$ cat src/rtl/magic_backend_types.sv
// Shared backend types for branch resolution: the branch opcode set and the
// flag pair that summarises a resolved branch.
package magic_backend_types;

    // Four bits wide so that encodings 8..15 stay free and reach the
    // comparator as undefined opcodes.
    typedef enum logic [3:0] {
        BR_BEQ  = 4'd0,
        BR_BNE  = 4'd1,
        BR_BLT  = 4'd2,
        BR_BLTU = 4'd3,
        BR_BGE  = 4'd4,
        BR_BGEU = 4'd5,
        BR_JAL  = 4'd6,
        BR_JALR = 4'd7
    } br_ops;

    // Direction and prediction verdict of one resolved branch. The wide,
    // XLEN-dependent fields stay in the parameterised module.
    typedef struct packed {
        logic taken;
        logic mispredict;
    } br_resolved_t;

    // Fall-through distance and link offset for a 32-bit instruction.
    localparam int unsigned BR_INSN_BYTES = 4;

endpackage

$ cat src/rtl/branch_compare.sv
// Branch condition evaluator: decides taken/not-taken from two operands.
module branch_compare
    import magic_backend_types::*;
#(
    parameter int unsigned XLEN = 32
) (
    input  logic [XLEN-1:0] a,
    input  logic [XLEN-1:0] b,
    input  br_ops           op,
    output logic            taken
);

    // Condition select; jumps are always taken, undefined opcodes never are.
    always_comb begin
        taken = 1'b0;
        case (op)
            BR_BEQ:  taken = (a == b);
            BR_BNE:  taken = (a != b);
            BR_BLT:  taken = ($signed(a) < $signed(b));
            BR_BGE:  taken = !($signed(a) < $signed(b));
            BR_BLTU: taken = (a < b);
            BR_BGEU: taken = !(a < b);
            BR_JAL:  taken = 1'b1;
            BR_JALR: taken = 1'b1;
            default: taken = 1'b0;
        endcase
    end

endmodule

$ cat src/rtl/branch_unit.sv
// Two-stage branch resolution unit: stage A captures issued branches, stage B
// holds the resolved result that drives the output handshake and statistics.
module branch_unit
    import magic_backend_types::*;
#(
    parameter int unsigned XLEN      = 32,
    parameter int unsigned ROB_IDX_W = 5,
    parameter int unsigned CNT_W     = 32
) (
    input  logic                 clk,
    input  logic                 rst,
    input  logic                 flush,
    input  logic                 in_valid,
    output logic                 in_ready,
    input  br_ops                in_op,
    input  logic [XLEN-1:0]      in_rs1,
    input  logic [XLEN-1:0]      in_rs2,
    input  logic [XLEN-1:0]      in_pc,
    input  logic [XLEN-1:0]      in_imm,
    input  logic                 in_pred_taken,
    input  logic [XLEN-1:0]      in_pred_target,
    input  logic [ROB_IDX_W-1:0] in_rob_idx,
    output logic                 out_valid,
    input  logic                 out_ready,
    output logic [ROB_IDX_W-1:0] out_rob_idx,
    output logic                 out_taken,
    output logic                 out_mispredict,
    output logic [XLEN-1:0]      out_redirect_pc,
    output logic [XLEN-1:0]      out_link,
    output logic [CNT_W-1:0]     resolved_cnt,
    output logic [CNT_W-1:0]     mispred_cnt
);

    // Stage A: raw issued branch
    logic                 a_valid;
    br_ops                a_op;
    logic [XLEN-1:0]      a_rs1;
    logic [XLEN-1:0]      a_rs2;
    logic [XLEN-1:0]      a_pc;
    logic [XLEN-1:0]      a_imm;
    logic                 a_pred_taken;
    logic [XLEN-1:0]      a_pred_target;
    logic [ROB_IDX_W-1:0] a_rob_idx;

    // Stage B: resolved branch
    logic                 b_valid;
    br_resolved_t         b_res;
    logic [ROB_IDX_W-1:0] b_rob_idx;
    logic [XLEN-1:0]      b_redirect_pc;
    logic [XLEN-1:0]      b_link;

    // Handshake control
    logic b_adv;
    logic in_fire;
    logic out_fire;

    // Resolution of the stage A entry
    logic            a_taken;
    logic [XLEN-1:0] a_jalr_sum;
    logic [XLEN-1:0] a_target;
    logic [XLEN-1:0] a_link;
    logic [XLEN-1:0] a_redirect_pc;
    br_resolved_t    a_res;

    // Pipeline flow: A moves whenever B moves, so in_ready sees a slot that
    // frees up in this same cycle and full throughput has no bubble.
    always_comb begin
        b_adv    = !b_valid || out_ready;
        in_ready = !a_valid || b_adv;
        in_fire  = in_valid && in_ready && !flush;
        out_fire = b_valid && out_ready && !flush;
    end

    branch_compare #(
        .XLEN(XLEN)
    ) u_compare (
        .a     (a_rs1),
        .b     (a_rs2),
        .op    (a_op),
        .taken (a_taken)
    );

    // Target, fall-through and prediction check for the entry in stage A.
    always_comb begin
        a_jalr_sum = a_rs1 + a_imm;
        a_link     = a_pc + XLEN'(BR_INSN_BYTES);
        if (a_op == BR_JALR) begin
            a_target = {a_jalr_sum[XLEN-1:1], 1'b0};
        end else begin
            a_target = a_pc + a_imm;
        end
        a_redirect_pc    = a_taken ? a_target : a_link;
        a_res.taken      = a_taken;
        a_res.mispredict = (a_taken != a_pred_taken) ||
                           (a_taken && (a_target != a_pred_target));
    end

    // Occupancy and statistics; flush empties both stages and masks counting.
    always_ff @(posedge clk or posedge rst) begin
        if (rst) begin
            a_valid      <= 1'b0;
            b_valid      <= 1'b0;
            resolved_cnt <= '0;
            mispred_cnt  <= '0;
        end else if (flush) begin
            a_valid <= 1'b0;
            b_valid <= 1'b0;
        end else begin
            if (b_adv) begin
                b_valid <= a_valid;
            end
            if (in_ready) begin
                a_valid <= in_valid;
            end
            if (out_fire) begin
                resolved_cnt <= resolved_cnt + CNT_W'(1);
                if (b_res.mispredict) begin
                    mispred_cnt <= mispred_cnt + CNT_W'(1);
                end
            end
        end
    end

    // Datapath capture; payload is meaningful only alongside its valid bit.
    always_ff @(posedge clk) begin
        if (in_fire) begin
            a_op          <= in_op;
            a_rs1         <= in_rs1;
            a_rs2         <= in_rs2;
            a_pc          <= in_pc;
            a_imm         <= in_imm;
            a_pred_taken  <= in_pred_taken;
            a_pred_target <= in_pred_target;
            a_rob_idx     <= in_rob_idx;
        end
        if (b_adv && a_valid) begin
            b_res         <= a_res;
            b_rob_idx     <= a_rob_idx;
            b_redirect_pc <= a_redirect_pc;
            b_link        <= a_link;
        end
    end

    assign out_valid       = b_valid;
    assign out_rob_idx     = b_rob_idx;
    assign out_taken       = b_res.taken;
    assign out_mispredict  = b_res.mispredict;
    assign out_redirect_pc = b_redirect_pc;
    assign out_link        = b_link;

endmodule

$ cat config.mk
export PLATFORM = sky130hd
export DESIGN_NAME = branch_unit
export DESIGN_NICKNAME = d
export VERILOG_FILES = /design/src/rtl/magic_backend_types.sv /design/src/rtl/branch_compare.sv /design/src/rtl/branch_unit.sv
export SDC_FILE = /design/constraint.sdc
export NUM_CORES = 1
export LEC_CHECK = 0
export BUFFER_PORTS_ARGS = -buffer_cell sky130_fd_sc_hd__buf_2
export CAP_MARGIN = 10
export CORE_AREA = 4 4 188 190
export CTS_BUF_LIST = sky130_fd_sc_hd__clkbuf_8
export CTS_CLUSTER_SIZE = 20
export DETAILED_ROUTE_END_ITERATION = 10
export DIE_AREA = 0 0 192 194
export MAX_ROUTING_LAYER = met4
export PLACE_DENSITY_LB_ADDON = 0.08
export SETUP_SLACK_MARGIN = 0.15
export SYNTH_ARGS = -nofsm -noshare
export SYNTH_HDL_FRONTEND = slang
export SYNTH_HIERARCHICAL = 1
export SYNTH_SLANG_ARGS = --single-unit
$ cat constraint.sdc
create_clock -name clk -period 5.7 [get_ports clk]
set_clock_uncertainty 0.2 [all_clocks]
set_input_delay 0.57 -clock clk [delete_from_list [all_inputs] [get_ports clk]]
set_output_delay 0.57 -clock clk [all_outputs]
set_load 0.005 [all_outputs]
==> results of run 1 <==
==> power by group through the flow <==
stage               sequential [mW]  clock (mW)  combinational [mW]
floorplan                      2.66           0               0.515
global placement               2.67           0               0.799
global route                   2.64        1.94                1.00
finish                         2.63        1.79               0.910
CTS                            2.63        1.83               0.901
detailed placement             2.67           0               0.805
==> cells by family after synthesis <==
group | share of synthesized area [%]
AO/OA/AOI/OAI | 11.6
XOR/XNOR | 9.58
adder cells (fa/ha/maj) | 7.42
buffers and inverters | 2.36
flip-flops | 53.1
multiplexers | 1.04
AND/OR/NAND/NOR | 14.9
==> routing by layer <==
layer	global-route usage, %	up-vias	part of all wire (%)
met3	4.32	55	7.4
met5	-	-	0
met1	37.2	6367	46
li1	-	6505	-
met4	6.44	0	2.2
met2	38.9	498	45
==> cell usage after synthesis (8+ instances only) <==
library cell / n
and3_1: 32
nor2_1: 102
xnor2_1: 116
a21oi_1: 104
o211ai_1: 8
o21ai_0: 60
nor2b_1: 16
nand2b_1: 8
a21o_1: 20
nand4_1: 46
nand2_1: 115
ha_1: 96
xor2_1: 49
edfxtp_1: 241
nor3_1: 28
and2_1: 12
a211oi_1: 10
nand3_1: 54
inv_1: 53
and4_1: 10
mux2i_1: 14
clkbuf_1: 42
o21a_1: 12
or3_1: 12
a31oi_1: 20
dfrtp_1: 66
==> final timing paths <==
check / startpoint / end / cells after the start
min in group clk: in_valid / a_valid$_DFFE_PP0P_ / 3
max in group asynchronous: rst / mispred_cnt[22]$_DFFE_PP0P_ / 3
setup reg to reg: a_rs1[23]$_DFFE_PP_ / out_mispredict$_DFFE_PP_ / 16
hold reg to reg: a_rob_idx[3]$_DFFE_PP_ / out_rob_idx[3]$_DFFE_PP_ / 0
setup / recovery: a_rs1[23]$_DFFE_PP_ / out_mispredict$_DFFE_PP_ / 16
hold / removal: rst / mispred_cnt[0]$_DFFE_PP0P_ / 3
==> worst min-delay path, delay by kind of cell <==
kind / cells / cell delay [ns]
buffers and inverters: 3 / 0.76
==> timing repair <==
| action | 4_1_cts | 5_1_grt |
|---|---|---|
| buffers inserted | 0 | 0 |
| hold endpoints to repair | 172 | 0 |
| hold buffers | 171 | 0 |
| setup endpoints to repair | 0 | 0 |
==> per-stage QoR <==
| step | hold slack, ns | setup slack [ns] |
|---|---|---|
| 2_1_floorplan | 0.200 | 0.290 |
| 3_3_place_gp | 0.202 | 0.712 |
| 3_5_place_dp | 0.205 | 0.542 |
| 4_1_cts | 0.00356 | 0.541 |
| 5_1_grt | 0.0101 | 0.285 |
| 6_report | 0.0296 | 0.547 |
==> final cells by class <==
cell class | count | share of cell area [%]
antenna | 3 | 0.0351
tap | 448 | 2.62
clock buffer | 54 | 3.47
multi-input combinational | 1066 | 34.9
clock inverter | 37 | 0.853
timing repair buffer | 493 | 15.7
inverter | 53 | 0.929
sequential | 307 | 41.5
==> results.sh, run 1 <==
export IMPL_vias=13425
export IMPL_r2r_setup_slack_ns=0.55
export IMPL_crit_path_end_kind="flip-flop"
export IMPL_core_area_um2=33400
export IMPL_drc=0
export IMPL_num_io_pins=312
export IMPL_synth_edff_count=241
export IMPL_cts_max_path_buffers=3
export IMPL_irDropWorstVdd_mv=0.244
export IMPL_die_h_um=194
export IMPL_final_common_cell="buf_2"
export IMPL_critPathKind="reg2reg"
export IMPL_synth_ff_type="edfxtp_1"
export IMPL_postPlaceCellArea_um2=18800
export IMPL_timing_setup_tns_ns=0
export IMPL_ant_nets=0
export IMPL_grt_max_degree=119
export IMPL_power_switching_mw=1.44
export IMPL_yosysWarnings=6
export IMPL_crit_required_ns=5.81
export IMPL_power_density_nw_per_um2=249
export IMPL_drive_above_1_share_pct=20.9
export IMPL_grt_pass1_wl_um=74300
export IMPL_synth_seq_cells=307
export IMPL_multi_input_area_um2=7470
export IMPL_dp_hpwl_um=34800
export IMPL_regArea_um2=8890
export IMPL_maxSlewViolCount=0
export IMPL_cts_buffers=51
export IMPL_dp_cells=2196
export IMPL_power_share_switching_pct=27.1
export IMPL_synth_largest_area_cell="edfxtp_1"
export IMPL_internal_power_mw=3.88
export IMPL_crit_fanout=3
export IMPL_fmax_mhz=194
export IMPL_stdcell_count=2461
export IMPL_yosysUniqueCellTypes=84
export IMPL_cp_slowest_stage_delay_ns=0.70
export IMPL_cts_tree="yes"
export IMPL_tightest_slew_ns=1.08
export IMPL_async_reset_ff_share_pct=21.5
export IMPL_fillers=2694
export IMPL_antenna_found_initial=2
export IMPL_initial_core_util_pct=50.0
export IMPL_yosys_top_cells_area="edfxtp_1 43%, dfrtp_1 9.9%, ha_1 7.2%"
export IMPL_gp_congestion=0.930
export IMPL_grt_setup_unrepaired="false"
export IMPL_combPwrFrac_pct=17.1
export IMPL_syn_inst=1476
export IMPL_grt_use_total_pct=26.0
export IMPL_clock_sinks=307
export IMPL_synth_yosys_seq_area_share_pct=53.1
export IMPL_slew_headroom_pct=26.5
export IMPL_syn_nets=1749
export IMPL_power_mw=5.32
export IMPL_final_cell_area_um2=21400
export IMPL_crit_buf_inv=0
export IMPL_finalHoldViolCount=0
export IMPL_htreeDepth=2
export IMPL_cts_root_buf="clkbuf_8"
export IMPL_startpoint_type="flip-flop"
export IMPL_crit_family="compound AO/OA/AOI/OAI gates"
export IMPL_p_seq_share_pct=49.3
export IMPL_yosys_area_top_type_share_pct=43.2
export IMPL_clock_power_share_pct=33.6
export IMPL_p_leak_nw=9.07
export IMPL_avgSynthCellArea_um2=11.3
export IMPL_finalSetupViolCount=0
export IMPL_clk_pin_slew_ns=0.06
export IMPL_fin_crit_sh_pct=90.4
export IMPL_grt_remaining_overflow=0
export IMPL_drt_iter0_markers=1030
export IMPL_status="finished, final reports clean"
export IMPL_cap_viol_max_count=0
export IMPL_crit_chain="ha_1 -> nand4_1 -> a211oi_2 -> a2111oi_2 -> o311ai_1 -> a211oi_2 -> nor4b_1 -> or4_2 -> nand4_1 -> or4b_1 -> a2111oi_2 -> nand4_1 -> a2111oi_0 -> nand4b_1 -> a2111oi_2 -> a31oi_1"
export IMPL_first_pass_iters=5
export IMPL_fin_nets=2245
export IMPL_placementRows=67
export IMPL_cts_resized=0
export IMPL_final_cell_mix="311 x buf_2, 241 x edfxtp_1, 171 x dlygate4sd3_1, 116 x xnor2_1, 115 x nand2_1"
export IMPL_final_core_util_pct=64.0
export IMPL_wl_per_cell_um=19.7
export IMPL_drt_total_wl_um=48400
export IMPL_min_period_ns=5.15
export IMPL_grt_pass1_vias=13290
export IMPL_viasPerCell=5.46
export IMPL_cp_arrival_ns=5.27
export IMPL_dieArea_um2=37200
export IMPL_cp_slowest_cell="o311ai_1"
export IMPL_syn_area_um2=16700
export IMPL_worst_skew_pair_late_latency_ns=0.59
export IMPL_portBuffers=311
export IMPL_hold_class="in2async"
export IMPL_area_growth_pct=27.9
export IMPL_die_width_um=192
Power figures use the tool's default switching activity.
==> run 2: changes to the inputs <==
Settings changed: BUFFER_PORTS_ARGS -buffer_cell sky130_fd_sc_hd__buf_2 to -buffer_cell sky130_fd_sc_hd__buf_4, GPL_TIMING_DRIVEN from default to 0.
==> results.sh, run 2 (synthesized netlist as in run 1, its figures left out) <==
export IMPL_final_cell_area_um2=22700
export IMPL_die_h_um=194
export IMPL_crit_chain="ha_2 -> nand4_2 -> nor4_4 -> nand2_1 -> a21oi_1 -> a211oi_2 -> nor4b_1 -> or4_4 -> nand4_1 -> or4b_1 -> a2111oi_4 -> nand4_1 -> a2111oi_4 -> nand4b_1 -> a2111oi_4 -> a31oi_1"
export IMPL_num_io_pins=312
export IMPL_grt_pass1_wl_um=75000
export IMPL_maxSlewViolCount=0
export IMPL_cap_viol_max_count=0
export IMPL_crit_fanout=5
export IMPL_area_growth_pct=35.4
export IMPL_first_pass_iters=5
export IMPL_dieArea_um2=37200
export IMPL_p_seq_share_pct=46.6
export IMPL_grt_remaining_overflow=0
export IMPL_cts_root_buf="clkbuf_8"
export IMPL_fillers=2489
export IMPL_drc=0
export IMPL_power_density_nw_per_um2=249
export IMPL_hold_path_depth=4
export IMPL_internal_power_mw=4.15
export IMPL_wl_per_cell_um=19.5
export IMPL_hold_class="in2reg"
export IMPL_cp_slowest_stage_delay_ns=0.59
export IMPL_slew_headroom_pct=39.9
export IMPL_clk_pin_slew_ns=0.07
export IMPL_min_period_ns=5.28
export IMPL_cts_tree="yes"
export IMPL_placementRows=67
export IMPL_path_depth=16
export IMPL_grt_max_degree=59
export IMPL_grt_pass1_vias=13771
export IMPL_vias=13579
export IMPL_cts_buffers=50
export IMPL_startpoint_type="flip-flop"
export IMPL_final_common_cell="buf_4"
export IMPL_tightest_slew_ns=0.879
export IMPL_initial_core_util_pct=50.0
export IMPL_grt_setup_unrepaired="false"
export IMPL_stdcell_count=2509
export IMPL_portBuffers=311
export IMPL_crit_path_end_kind="flip-flop"
export IMPL_ff2ff_path_depth=16
export IMPL_power_share_switching_pct=26.4
export IMPL_timing_setup_tns_ns=0
export IMPL_postPlaceCellArea_um2=19800
export IMPL_clock_power_share_pct=35.9
export IMPL_cp_arrival_ns=5.40
export IMPL_final_core_util_pct=67.8
export IMPL_cts_max_path_buffers=3
export IMPL_antenna_found_initial=1
export IMPL_crit_family="simple AND/OR/NAND/NOR gates"
export IMPL_htreeDepth=2
export IMPL_worst_skew_pair_late_latency_ns=0.60
export IMPL_finalHoldViolCount=0
export IMPL_combPwrFrac_pct=17.5
export IMPL_p_leak_nw=9.47
export IMPL_die_width_um=192
export IMPL_crit_required_ns=5.82
export IMPL_drt_iter0_markers=870
export IMPL_drt_total_wl_um=48800
export IMPL_final_cell_mix="312 x buf_4, 241 x edfxtp_1, 173 x dlygate4sd3_1, 116 x xnor2_1, 115 x nand2_1"
export IMPL_fin_crit_sh_pct=92.7
export IMPL_crit_buf_inv=0
export IMPL_viasPerCell=5.41
export IMPL_hold_slack_ns=0.124
export IMPL_finalSetupViolCount=0
export IMPL_cpMostUsedCell="a2111oi_4"
export IMPL_gp_congestion=0.937
export IMPL_drive_above_1_share_pct=21.2
export IMPL_grt_use_met1_pct=35.8
export IMPL_cp_slowest_cell="or4b_1"
export IMPL_status="finished, final reports clean"
export IMPL_clock_sinks=307
export IMPL_grt_use_total_pct=26.4
export IMPL_fin_nets=2292
export IMPL_irDropWorstVdd_mv=0.259
export IMPL_fmax_mhz=189
export IMPL_dp_cells=2241
export IMPL_busiest_layer="met2"
export IMPL_met2_usage_pct=41.8
export IMPL_core_area_um2=33400
export IMPL_gr_usage_met3_pct=4.48
export IMPL_ant_nets=0
export IMPL_dp_hpwl_um=36000
export IMPL_critPathKind="reg2reg"
export IMPL_power_switching_mw=1.49
run 2: cell types whose count changed in the layout (fill, tap and decap cells not counted), moves of 3 or more:
| cell | previous run | this run |
|---|---|---|
| buf_2 | 311 | 7 |
| buf_4 | 10 | 312 |
| clkbuf_1 | 0 | 42 |
| clkinv_1 | 9 | 1 |
| bufinv_16 | 1 | 5 |
| clkinv_2 | 3 | 7 |
| a2111oi_4 | 0 | 3 |
| buf_16 | 0 | 3 |
run 2: layout make-up:
| cell class | count | area (um2) | area share [%] |
|---|---|---|---|
| Tap cell | 448 | 561 | 2.47 |
| Inverter | 53 | 199 | 0.878 |
| Antenna cell | 1 | 2.50 | 0.0110 |
| Clock inverter | 38 | 312 | 1.37 |
| Buffer | 50 | 196 | 0.867 |
| Timing Repair Buffer | 491 | 4220 | 18.6 |
| Multi-Input combinational cell | 1066 | 7530 | 33.2 |
| Sequential cell | 307 | 8890 | 39.2 |
| Clock buffer | 55 | 757 | 3.34 |
run 2: worst min-delay path: stages:
cell	delay [ns]
buf_4	0.09
nor2b_1	0.09
nor2_1	0.10
nor2_1	0.04
run 2: timing repair:
action	4_1_cts	5_1_grt
hold buffers	173	0
hold endpoints to repair	204	0
cloned	0	0
pin swaps	1	3
endpoints found under the setup margin	1	1
gates resized for setup	7	2
setup buffers	0	1
run 2: worst paths after layout:
| path | startpoint | endpoint | slack, ns |
|---|---|---|---|
| max | a_rs1[31]$_DFFE_PP_ | out_mispredict$_DFFE_PP_ | 0.42 |
| min | out_ready | out_valid$_DFFE_PP0P_ | 0.12 |
| max reg2reg | a_rs1[31]$_DFFE_PP_ | out_mispredict$_DFFE_PP_ | 0.42 |
| min reg2reg | a_rob_idx[3]$_DFFE_PP_ | out_rob_idx[3]$_DFFE_PP_ | 0.21 |
| max in group asynchronous | rst | mispred_cnt[10]$_DFFE_PP0P_ | 4.23 |
| min in group asynchronous | rst | resolved_cnt[1]$_DFFE_PP0P_ | 0.45 |
run 2: metrics by stage:
| stage | worst slack [ns] | power, mW |
|---|---|---|
| after detailed placement | -0.349 | 3.54 |
| after CTS | 0.189 | 5.66 |
| after global placement | -1.49 | 3.53 |
| after global routing | 0.231 | 5.89 |
| final | 0.416 | 5.64 |
| after floorplan | 0.290 | 3.17 |
run 2: power groups by stage:
stage | clock network, mW | registers (mW) | logic [mW]
finish | 2.02 | 2.63 | 0.987
global route | 2.17 | 2.64 | 1.09
CTS | 2.06 | 2.63 | 0.975
detailed placement | 0 | 2.67 | 0.870
global placement | 0 | 2.69 | 0.846
floorplan | 0 | 2.66 | 0.515
run 2: per-layer routing:
layer,vias to the layer above,wire (um)
li1,6603,-
met1,6419,21600
met2,487,22700
met3,70,3490
met4,0,1040
met5,-,0
